===== src/rtl/sc_pkg.sv =====
// Shared types and the per-pair gate function for the stochastic-computing engine.
package sc_pkg;

    typedef enum logic [1:0] {
        SC_AND  = 2'b00,
        SC_OR   = 2'b01,
        SC_NAND = 2'b10,
        SC_XNOR = 2'b11
    } sc_mode_e;

    typedef enum logic [1:0] {
        IDLE = 2'b00,
        RUN  = 2'b01,
        DONE = 2'b10
    } sc_state_e;

    function automatic logic sc_gate(input sc_mode_e i_mode, input logic i_a, input logic i_b);
        logic r;
        case (i_mode)
            SC_AND:  r = i_a & i_b;
            SC_OR:   r = i_a | i_b;
            SC_NAND: r = ~(i_a & i_b);
            SC_XNOR: r = ~(i_a ^ i_b);
            default: r = 1'b0;
        endcase
        return r;
    endfunction

endpackage


===== src/rtl/sc_sobol_ch.sv =====
// One Sobol bitstream channel: Gray-code x update from the shared step index k,
// and the unsigned comparator that turns the operand into a stream bit.
module sc_sobol_ch
    import sc_pkg::*;
#(
    parameter int WIDTH   = 6,
    parameter int LOG_LEN = 5
) (
    input  logic                       clk,
    input  logic                       rst,
    input  logic                       i_clear,
    input  logic                       i_step,
    input  logic [LOG_LEN-1:0]         i_k,
    input  logic [WIDTH-1:0]           i_num,
    input  logic [LOG_LEN*WIDTH-1:0]   i_dir,
    output logic                       o_s
);

    logic [WIDTH-1:0] r_x;
    logic [WIDTH-1:0] w_dir_sel;
    logic             w_found;

    // Lowest zero bit of k picks the direction number; all-ones k selects nothing.
    always_comb begin
        w_dir_sel = '0;
        w_found   = 1'b0;
        for (int j = 0; j < LOG_LEN; j++) begin
            if (!w_found && !i_k[j]) begin
                w_dir_sel = i_dir[j*WIDTH +: WIDTH];
                w_found   = 1'b1;
            end
        end
    end

    always_ff @(posedge clk or posedge rst) begin
        if (rst) begin
            r_x <= '0;
        end else if (i_clear) begin
            r_x <= '0;
        end else if (i_step && w_found) begin
            r_x <= r_x ^ w_dir_sel;
        end
    end

    assign o_s = (i_num > r_x);

endmodule


===== src/rtl/sc_engine.sv =====
// Stochastic-computing engine: per-pair Sobol streams through a selectable gate,
// accumulated serially over 2**LOG_LEN cycles with a start/done handshake.
module sc_engine
    import sc_pkg::*;
#(
    parameter int NUM_PAIRS = 4,
    parameter int WIDTH     = 6,
    parameter int LOG_LEN   = 5,
    parameter int RES_W     = $clog2(NUM_PAIRS*(2**LOG_LEN)+1)
) (
    input  logic                                   clk,
    input  logic                                   rst,
    input  logic                                   en_in,
    input  logic                                   clr,
    input  logic [1:0]                             mode,
    input  logic [2*NUM_PAIRS*WIDTH-1:0]           num,
    input  logic [2*NUM_PAIRS*LOG_LEN*WIDTH-1:0]   dir,
    output logic                                   busy,
    output logic                                   en_out,
    output logic [RES_W-1:0]                       result
);

    localparam int NCH = 2*NUM_PAIRS;

    sc_state_e                               r_state;
    sc_state_e                               w_state_nxt;
    logic [LOG_LEN-1:0]                      r_k;
    logic [RES_W-1:0]                        r_acc;
    logic [RES_W-1:0]                        r_result;
    logic                                    r_en_out;
    sc_mode_e                                r_mode;
    logic [2*NUM_PAIRS*WIDTH-1:0]            r_num;
    logic [2*NUM_PAIRS*LOG_LEN*WIDTH-1:0]    r_dir;

    logic                                    w_start;
    logic                                    w_finish;
    logic                                    w_last;
    logic                                    w_step;
    logic [NCH-1:0]                          w_s;
    logic [NUM_PAIRS-1:0]                    w_g;
    logic [RES_W-1:0]                        w_pop;

    assign w_last = &r_k;
    assign w_step = (r_state == RUN) && !w_last;

    // clr wins over both a start request and completion.
    always_comb begin
        w_state_nxt = r_state;
        w_start     = 1'b0;
        w_finish    = 1'b0;
        if (clr) begin
            w_state_nxt = IDLE;
        end else begin
            case (r_state)
                IDLE: begin
                    if (en_in) begin
                        w_state_nxt = RUN;
                        w_start     = 1'b1;
                    end
                end
                RUN: begin
                    if (w_last) begin
                        w_state_nxt = DONE;
                        w_finish    = 1'b1;
                    end
                end
                DONE: begin
                    if (en_in) begin
                        w_state_nxt = RUN;
                        w_start     = 1'b1;
                    end else begin
                        w_state_nxt = IDLE;
                    end
                end
                default: w_state_nxt = IDLE;
            endcase
        end
    end

    always_ff @(posedge clk or posedge rst) begin
        if (rst) begin
            r_state  <= IDLE;
            r_k      <= '0;
            r_acc    <= '0;
            r_result <= '0;
            r_en_out <= 1'b0;
        end else begin
            r_state  <= w_state_nxt;
            r_en_out <= w_finish;
            if (clr || w_start) begin
                r_k   <= '0;
                r_acc <= '0;
            end else if (r_state == RUN) begin
                r_k   <= r_k + LOG_LEN'(1);
                r_acc <= r_acc + w_pop;
                if (w_last) begin
                    r_result <= r_acc + w_pop;
                end
            end
        end
    end

    // Operand snapshot: inputs may change freely while a run is in progress.
    always_ff @(posedge clk) begin
        if (w_start) begin
            r_num  <= num;
            r_dir  <= dir;
            r_mode <= sc_mode_e'(mode);
        end
    end

    for (genvar c = 0; c < NCH; c++) begin : g_ch
        sc_sobol_ch #(
            .WIDTH   (WIDTH),
            .LOG_LEN (LOG_LEN)
        ) u_ch (
            .clk     (clk),
            .rst     (rst),
            .i_clear (w_start),
            .i_step  (w_step),
            .i_k     (r_k),
            .i_num   (r_num[c*WIDTH +: WIDTH]),
            .i_dir   (r_dir[c*LOG_LEN*WIDTH +: LOG_LEN*WIDTH]),
            .o_s     (w_s[c])
        );
    end

    always_comb begin
        w_g   = '0;
        w_pop = '0;
        for (int p = 0; p < NUM_PAIRS; p++) begin
            w_g[p] = sc_gate(r_mode, w_s[2*p], w_s[2*p+1]);
            w_pop  = w_pop + RES_W'(w_g[p]);
        end
    end

    assign busy   = (r_state == RUN);
    assign en_out = r_en_out;
    assign result = r_result;

endmodule

===== config.mk =====
export PLATFORM = sky130hd
export DESIGN_NAME = sc_engine
export DESIGN_NICKNAME = d
export VERILOG_FILES = /design/src/rtl/sc_pkg.sv /design/src/rtl/sc_sobol_ch.sv /design/src/rtl/sc_engine.sv
export SDC_FILE = /design/constraint.sdc
export NUM_CORES = 1
export LEC_CHECK = 0
export BUFFER_PORTS_ARGS = -buffer_cell sky130_fd_sc_hd__buf_2
export CORE_ASPECT_RATIO = 0.5
export CORE_MARGIN = 2
export CORE_UTILIZATION = 61
export DETAILED_ROUTE_END_ITERATION = 6
export GPL_TIMING_DRIVEN = 0
export PLACE_DENSITY = 0.95
export SLEW_MARGIN = 20
export SYNTH_ARGS = -nofsm -noshare
export SYNTH_HDL_FRONTEND = slang
export SYNTH_HIERARCHICAL = 1
export SYNTH_SLANG_ARGS = --single-unit

===== constraint.sdc =====
create_clock -name clk -period 23.8 [get_ports clk]
set_input_delay 1.19 -clock clk [delete_from_list [all_inputs] [get_ports clk]]
set_output_delay 1.19 -clock clk [all_outputs]
set_load 0.02 [all_outputs]

# Word level (Yosys, flattened, before mapping)
# Index checks and enable logic that the tools add are counted.
[word_totals]
register_bits = 362
output_inout_bits = 10
[classes]
magnitude_cmp = 8
mux = 80
eq_ne = 7
n_reduce_logical = 23
bitwise_logic = 29
add_sub_neg = 5
[op_table]
columns = ["op", "count"]
rows = [
  ["$mux 6", 56],
  ["$gt 6x6->1", 8],
  ["$xor 6x6->6", 8],
  ["$mux 8", 2],
  ["$pmux 1 s4", 4],
  ["$mux 1", 12],
  ["$mux 5", 2],
  ["$not 1->1", 9],
  ["$add 8x8->8", 1],
  ["$logic_not 1->1", 8],
  ["$reduce_and 7->1", 1],
  ["$eq 2x2->1 const B", 3],
  ["$logic_and 1x1->1", 6],
  ["$mux 2", 3],
  ["$pmux 2 s3", 1],
  ["$add 5x1->5 const B", 1],
  ["$reduce_and 5->1", 1],
  ["$add 3x1->4", 1],
  ["$and 1x1->1", 4],
  ["$eq 2x1->1 const B", 2],
  ["$logic_not 2->1", 2],
  ["$or 1x1->1", 4],
  ["$reduce_bool 2->1", 2],
  ["$xor 1x1->1", 4],
  ["7 further kinds", 7],
]

# Depth between registers and ports, before layout
[depth]
word_depth = 15
mapped_depth = 20
depth_no_buf = 20

# Cells and area by module
# Netlist, hierarchy kept.
[modules_own_cells]
columns = ["module", "seq_area_each_um2", "n_inst", "cells_each", "area_per_inst_um2"]
rows = [
  ["sc_engine", 9308.9, 1, 434, 10221.1],
  ["sc_sobol_ch", 150.1, 8, 116, 837.1],
]

# Worst setup path after synthesis
# OpenSTA, ideal clock, no wires.
[synth_path]
kind = "input port to flip-flop"
start = "input clr"
end = "register r_dir[0], enable pin"
path_buffers = 1
stages = 2
path_slack_ps = 7682
required_ps = 22771
setup_time_ps = 1029
t_arrival_ps = 15089
cell_sequence = "buf_2 > nor2_1"
[synth_via]
elab_chain_len = 1
[synth_lines]
columns = ["item", "line", "source"]
rows = [
  ["start: declaration", "sc_engine.sv:14", "input logic clr,"],
  ["$mux 1", "sc_engine.sv:51", "if (clr) begin"],
  ["net w_start", "sc_engine.sv:35", "logic w_start;"],
  ["end signal: assignment", "sc_engine.sv:107", "r_dir <= dir;"],
  ["end: declaration", "sc_engine.sv:33", "logic [2*NUM_PAIRS*LOG_LEN*WIDTH-1:0] r_dir;"],
]
# The timed path passes the listed nets, and every way through them passes these cells.
# A chain may end at the register's enable or synchronous reset.

# Final worst setup path
[layout_path]
start = "register r_num[16]"
end = "register r_result[6] (netlist: result[6])"
[layout_via]
elab_chain_len = 8
elab_cells_between_ends = 11
classes_between = "add/sub (4); order compare (1); mux (1); bitwise (5)"
[layout_lines]
columns = ["item", "line", "source"]
rows = [
  ["start: declaration", "sc_engine.sv:32", "logic [2*NUM_PAIRS*WIDTH-1:0] r_num;"],
  ["start signal: assignment", "sc_engine.sv:106", "r_num <= num;"],
  ["$gt 6x6->1 (*)", "sc_sobol_ch.sv:45", "assign o_s = (i_num > r_x);"],
  ["net w_s[2]", "sc_engine.sv:39", "logic [NCH-1:0] w_s;"],
  ["$xor 1x1->1 or $and 1x1->1 (tied branches)", "sc_pkg.sv:23, sc_pkg.sv:20, sc_pkg.sv:22", ""],
  ["$not 1->1, on equally long branches", "sc_pkg.sv:23, sc_pkg.sv:22", ""],
  ["$pmux 1 s4 (*)", "sc_pkg.sv:19", "case (i_mode)"],
  ["$add 1x1->2 (*)", "sc_engine.sv:133", "w_pop = w_pop + RES_W'(w_g[p]);"],
  ["$add 2x1->3 (*)", "sc_engine.sv:133", ""],
  ["$add 3x1->4 (*)", "sc_engine.sv:133", ""],
  ["$add 8x8->8 (*)", "sc_engine.sv:97", "r_result <= r_acc + w_pop;"],
  ["end signal: assignment", "sc_engine.sv:97", ""],
  ["end: declaration", "sc_engine.sv:29", "logic [RES_W-1:0] r_result;"],
]
# The timed path passes the listed nets; every way through them passes the cells marked *.

==> run_results.csv <==
group,metric,value,unit
power_and_ir_drop,p_leak,8.36,nW
routing,firstDrtPassIters,6,
routing,dr_total_vias,12410,
global_routing,antenna_found_initial,11,
worst_setup_path,reg2reg_slack,19.32,ns
place,dp_cells,2061,
global_routing,grt_overflow_total,0,
yosys,synth_common_cells,"290 x edfxtp_1, 136 x a21oi_1, 131 x inv_1, 98 x nor2_1, 72 x dfrtp_1",
sta,worst_slew_pin_slew,0.945,ns
yosys,synth.most_common_cell,"edfxtp_1",
power_and_ir_drop,intPower,0.00115,W
routing,postRouteAntennaNets,0,
routing,drtIter0Drc,1374,
power_and_ir_drop,p_sw,0.000421,W
clock_tree,post_cts_resized,0,
power_and_ir_drop,clkPwrFrac,0.320,
power_and_ir_drop,power_frac_comb,0.189,
finish,multi_input_area,5590,sq um
die,core.rowCount,43,
sta,finalSetupTns,0,ns
routing,wire_per_inst,19.8,um
worst_setup_path,cp_data_required_time,24.25,ns
clock_tree,tritoncts,"yes",
sta,finClkSkew,0.0299,ns
worst_setup_path,cp-end-kind,"flop",
power_and_ir_drop,power_frac_seq,0.490,
global_routing,top_usage_layer,"met2",
global_routing,grt_use_total,0.284,
yosys,yosysSeqAreaShare,0.621,
die,die_w,240,um
yosys,ys_top_cells_by_area,"edfxtp_1 51%, dfrtp_1 11%, ha_1 4.7%",
status,status,"completed",
yosys,synthDistinctLibCells,46,
yosys,synth_edf_count,290,
clock_tree,cts_root_buf,"clkbuf_16",
finish,ff_latch_area,10500,sq um
clock_tree,ctsHoldBuffers,0,
routing,drc,0,
sta,max-slew-margin-rel,0.370,
sta,final_max_slew_viol_count,0,
clock_tree,cts_setup_buffers,0,
global_routing,grt_pass1_wl,63.8,mm
global_routing,grt.met3_usage,0.0431,
yosys,async_flop_share,0.199,
flow_run,cap_violations,0,
clock_tree,cts_max_level,1,
finish,num-fill-cells,1723,
sta,finalCritPeriodShare,0.188,
place,io_buffers,302,
sta,finalCriticalPeriod,4.48,ns
place,dp_hpwl,29.3,mm
place,pre_cts_slack,19.40,ns
sta,setup_slack,19.32,ns
yosys,syn-cell-area,16900,sq um
yosys,syn_area_per_cell,12.4,sq um
finish,nets,2070,
place,place.gp.congestion,0.876,
worst_setup_path,crit_fanout,3,
sta,rsz0062_at_grt,"false",
clock_tree,cts_buffer_depth,3,
sta,hold_viol,0,
finish,drive_gt1_frac,0.290,
die,start_util,0.615,
die,io_pins,304,
global_routing,met1_usage,0.356,
global_routing,met2_usage,0.494,
worst_hold_path,hold_class,"flop to flop",
power_and_ir_drop,max-vdd-ir-drop,0.0589,mV
global_routing,grt_pass1_vias,12425,
worst_setup_path,crit_type,"flop to flop",
yosys,synth_top_area_frac,0.515,
global_routing,grt_max_degree,60,
power_and_ir_drop,pwr_density_cell,77.5,nW/um^2
sta,setup_viol,0,
worst_setup_path,cp-start-kind,"flop",
yosys,synth_warnings,6,
die,core,27500,sq um
sta,max_clock_freq,223,MHz
worst_setup_path,crit_arrival,4.93,ns
die,die_y,122,um
yosys,synth_nets,1721,
clock_tree,cts.clk_slew.worst_paths,0.07,ns
yosys,synth_area_leader_cell,"edfxtp_1",
yosys,synth-seq-cells,362,
power_and_ir_drop,swShare,0.267,
yosys,synth_cells,1362,
yosys,synth-main-ff-cell,"edfxtp_1",
die,die-area,29200,sq um
finish,areaGrowthSynthToFinish,20.0,%
finish,fin_cells,2129,
routing,vias_per_cell,5.83,
clock_tree,clk_latency,0.58,ns
clock_tree,cts-buffers-inserted,30,
sta,timing.hold.ws,0.503,ns
clock_tree,cts.sinks,362,
routing,wl,42.1,mm
routing by layer:
metal / vias up / part of all wire
li1: 5685 / -
met2: 571 / 0.51
met4: 0 / 0.044
met3: 149 / 0.064
met5: - / 0
met1: 6005 / 0.39
final timing paths:
| kind | start | end | depth (start not counted) |
|---|---|---|---|
| worst max-delay path | r_num[16] | result[6] | 18 |
| worst min-delay path | result[6] | result[6] | 1 |
| worst max register to register | r_num[16] | result[6] | 18 |
| worst min register to register | result[6] | result[6] | 1 |
| max in group asynchronous | rst | r_k[1] | 2 |
| min in group asynchronous | rst | g_ch[7].u_ch/r_x[0] | 2 |
critical path: stages (launching register included):
cell	delay, ns
edfxtp_1	0.41
ha_1	0.33
nand4_1	0.12
nor2_1	0.12
nor2_1	0.04
a21oi_1	0.40
inv_1	0.10
ha_1	0.31
mux2i_1	0.16
nand2_1	0.06
o21ai_0	0.11
fa_1	0.46
ha_1	0.23
ha_1	0.33
fa_1	0.46
a21o_1	0.22
nand4_1	0.15
xnor2_1	0.09
mux2_2	0.26
sequential cells by signal (all words and copies together), names as in the netlist:
name / flops
r_k: 5
r_num: 48
en_out: 1
r_mode: 2
r_state: 2
result: 8
r_acc: 8
r_dir: 240
g_ch.u_ch/r_x: 48
power groups by stage:
| stage | clock [W] | sequential (W) | combinational (W) |
|---|---|---|---|
| after floorplan | 0 | 0.000788 | 0.000197 |
| after global routing | 0.000537 | 0.000775 | 0.000332 |
| after detailed placement | 0 | 0.000783 | 0.000286 |
| final | 0.000504 | 0.000771 | 0.000298 |
| after global placement | 0 | 0.000801 | 0.000261 |
| after CTS | 0.000510 | 0.000770 | 0.000292 |
placed cells by master, fill, tap and decap left out, types with 9 or more instances in the layout:
master / instances
a21oi_1: 136
inv_1: 131
xnor2_1: 17
buf_6: 16
edfxtp_1: 290
o21ai_0: 46
clkbuf_16: 30
dfrtp_1: 69
a31oi_1: 42
mux2_2: 9
nand2b_2: 41
buf_2: 321
nand2_1: 31
o2111ai_1: 40
or3_1: 33
nor2_1: 96
diode_2: 12
o21ai_1: 48
nor2b_1: 56
ha_1: 63
nand4_1: 10
o22ai_1: 10
nand2b_1: 51
stage by stage:
| stage | power (W) | util | instance area, sq um |
|---|---|---|---|
| global route | 0.00164 | 0.738 | 20300 |
| finish | 0.00157 | 0.738 | 20300 |
| floorplan | 0.000985 | - | 16900 |
| global placement | 0.00106 | 0.688 | 18900 |
| CTS | 0.00157 | 0.737 | 20300 |
| detailed placement | 0.00107 | 0.701 | 19300 |
cell families (layout without fill, tap and decap cells):
family                   Yosys count  in the layout  synth area share
flip-flops                       362            362             0.621
adder cells (fa/ha/maj)           65             65            0.0490
XOR/XNOR                          20             20            0.0104
multiplexers                      22             22            0.0160
AND/OR/NAND/NOR                  354            354             0.125
buffers and inverters            176            549            0.0494
AO/OA/AOI/OAI                    363            363             0.129
other                              0             12                 0
final cells by class:
cell class                      instances  share of cell area
Inverter                              132              0.0244
Timing Repair Buffer                  317              0.0918
Multi-Input combinational cell        824               0.275
Tap cell                              382              0.0235
Clock inverter                         18             0.00962
Sequential cell                       362               0.518
Antenna cell                           12             0.00148
Clock buffer                           38              0.0390
Buffer                                 44              0.0168
(Power assumes the default switching activity.)
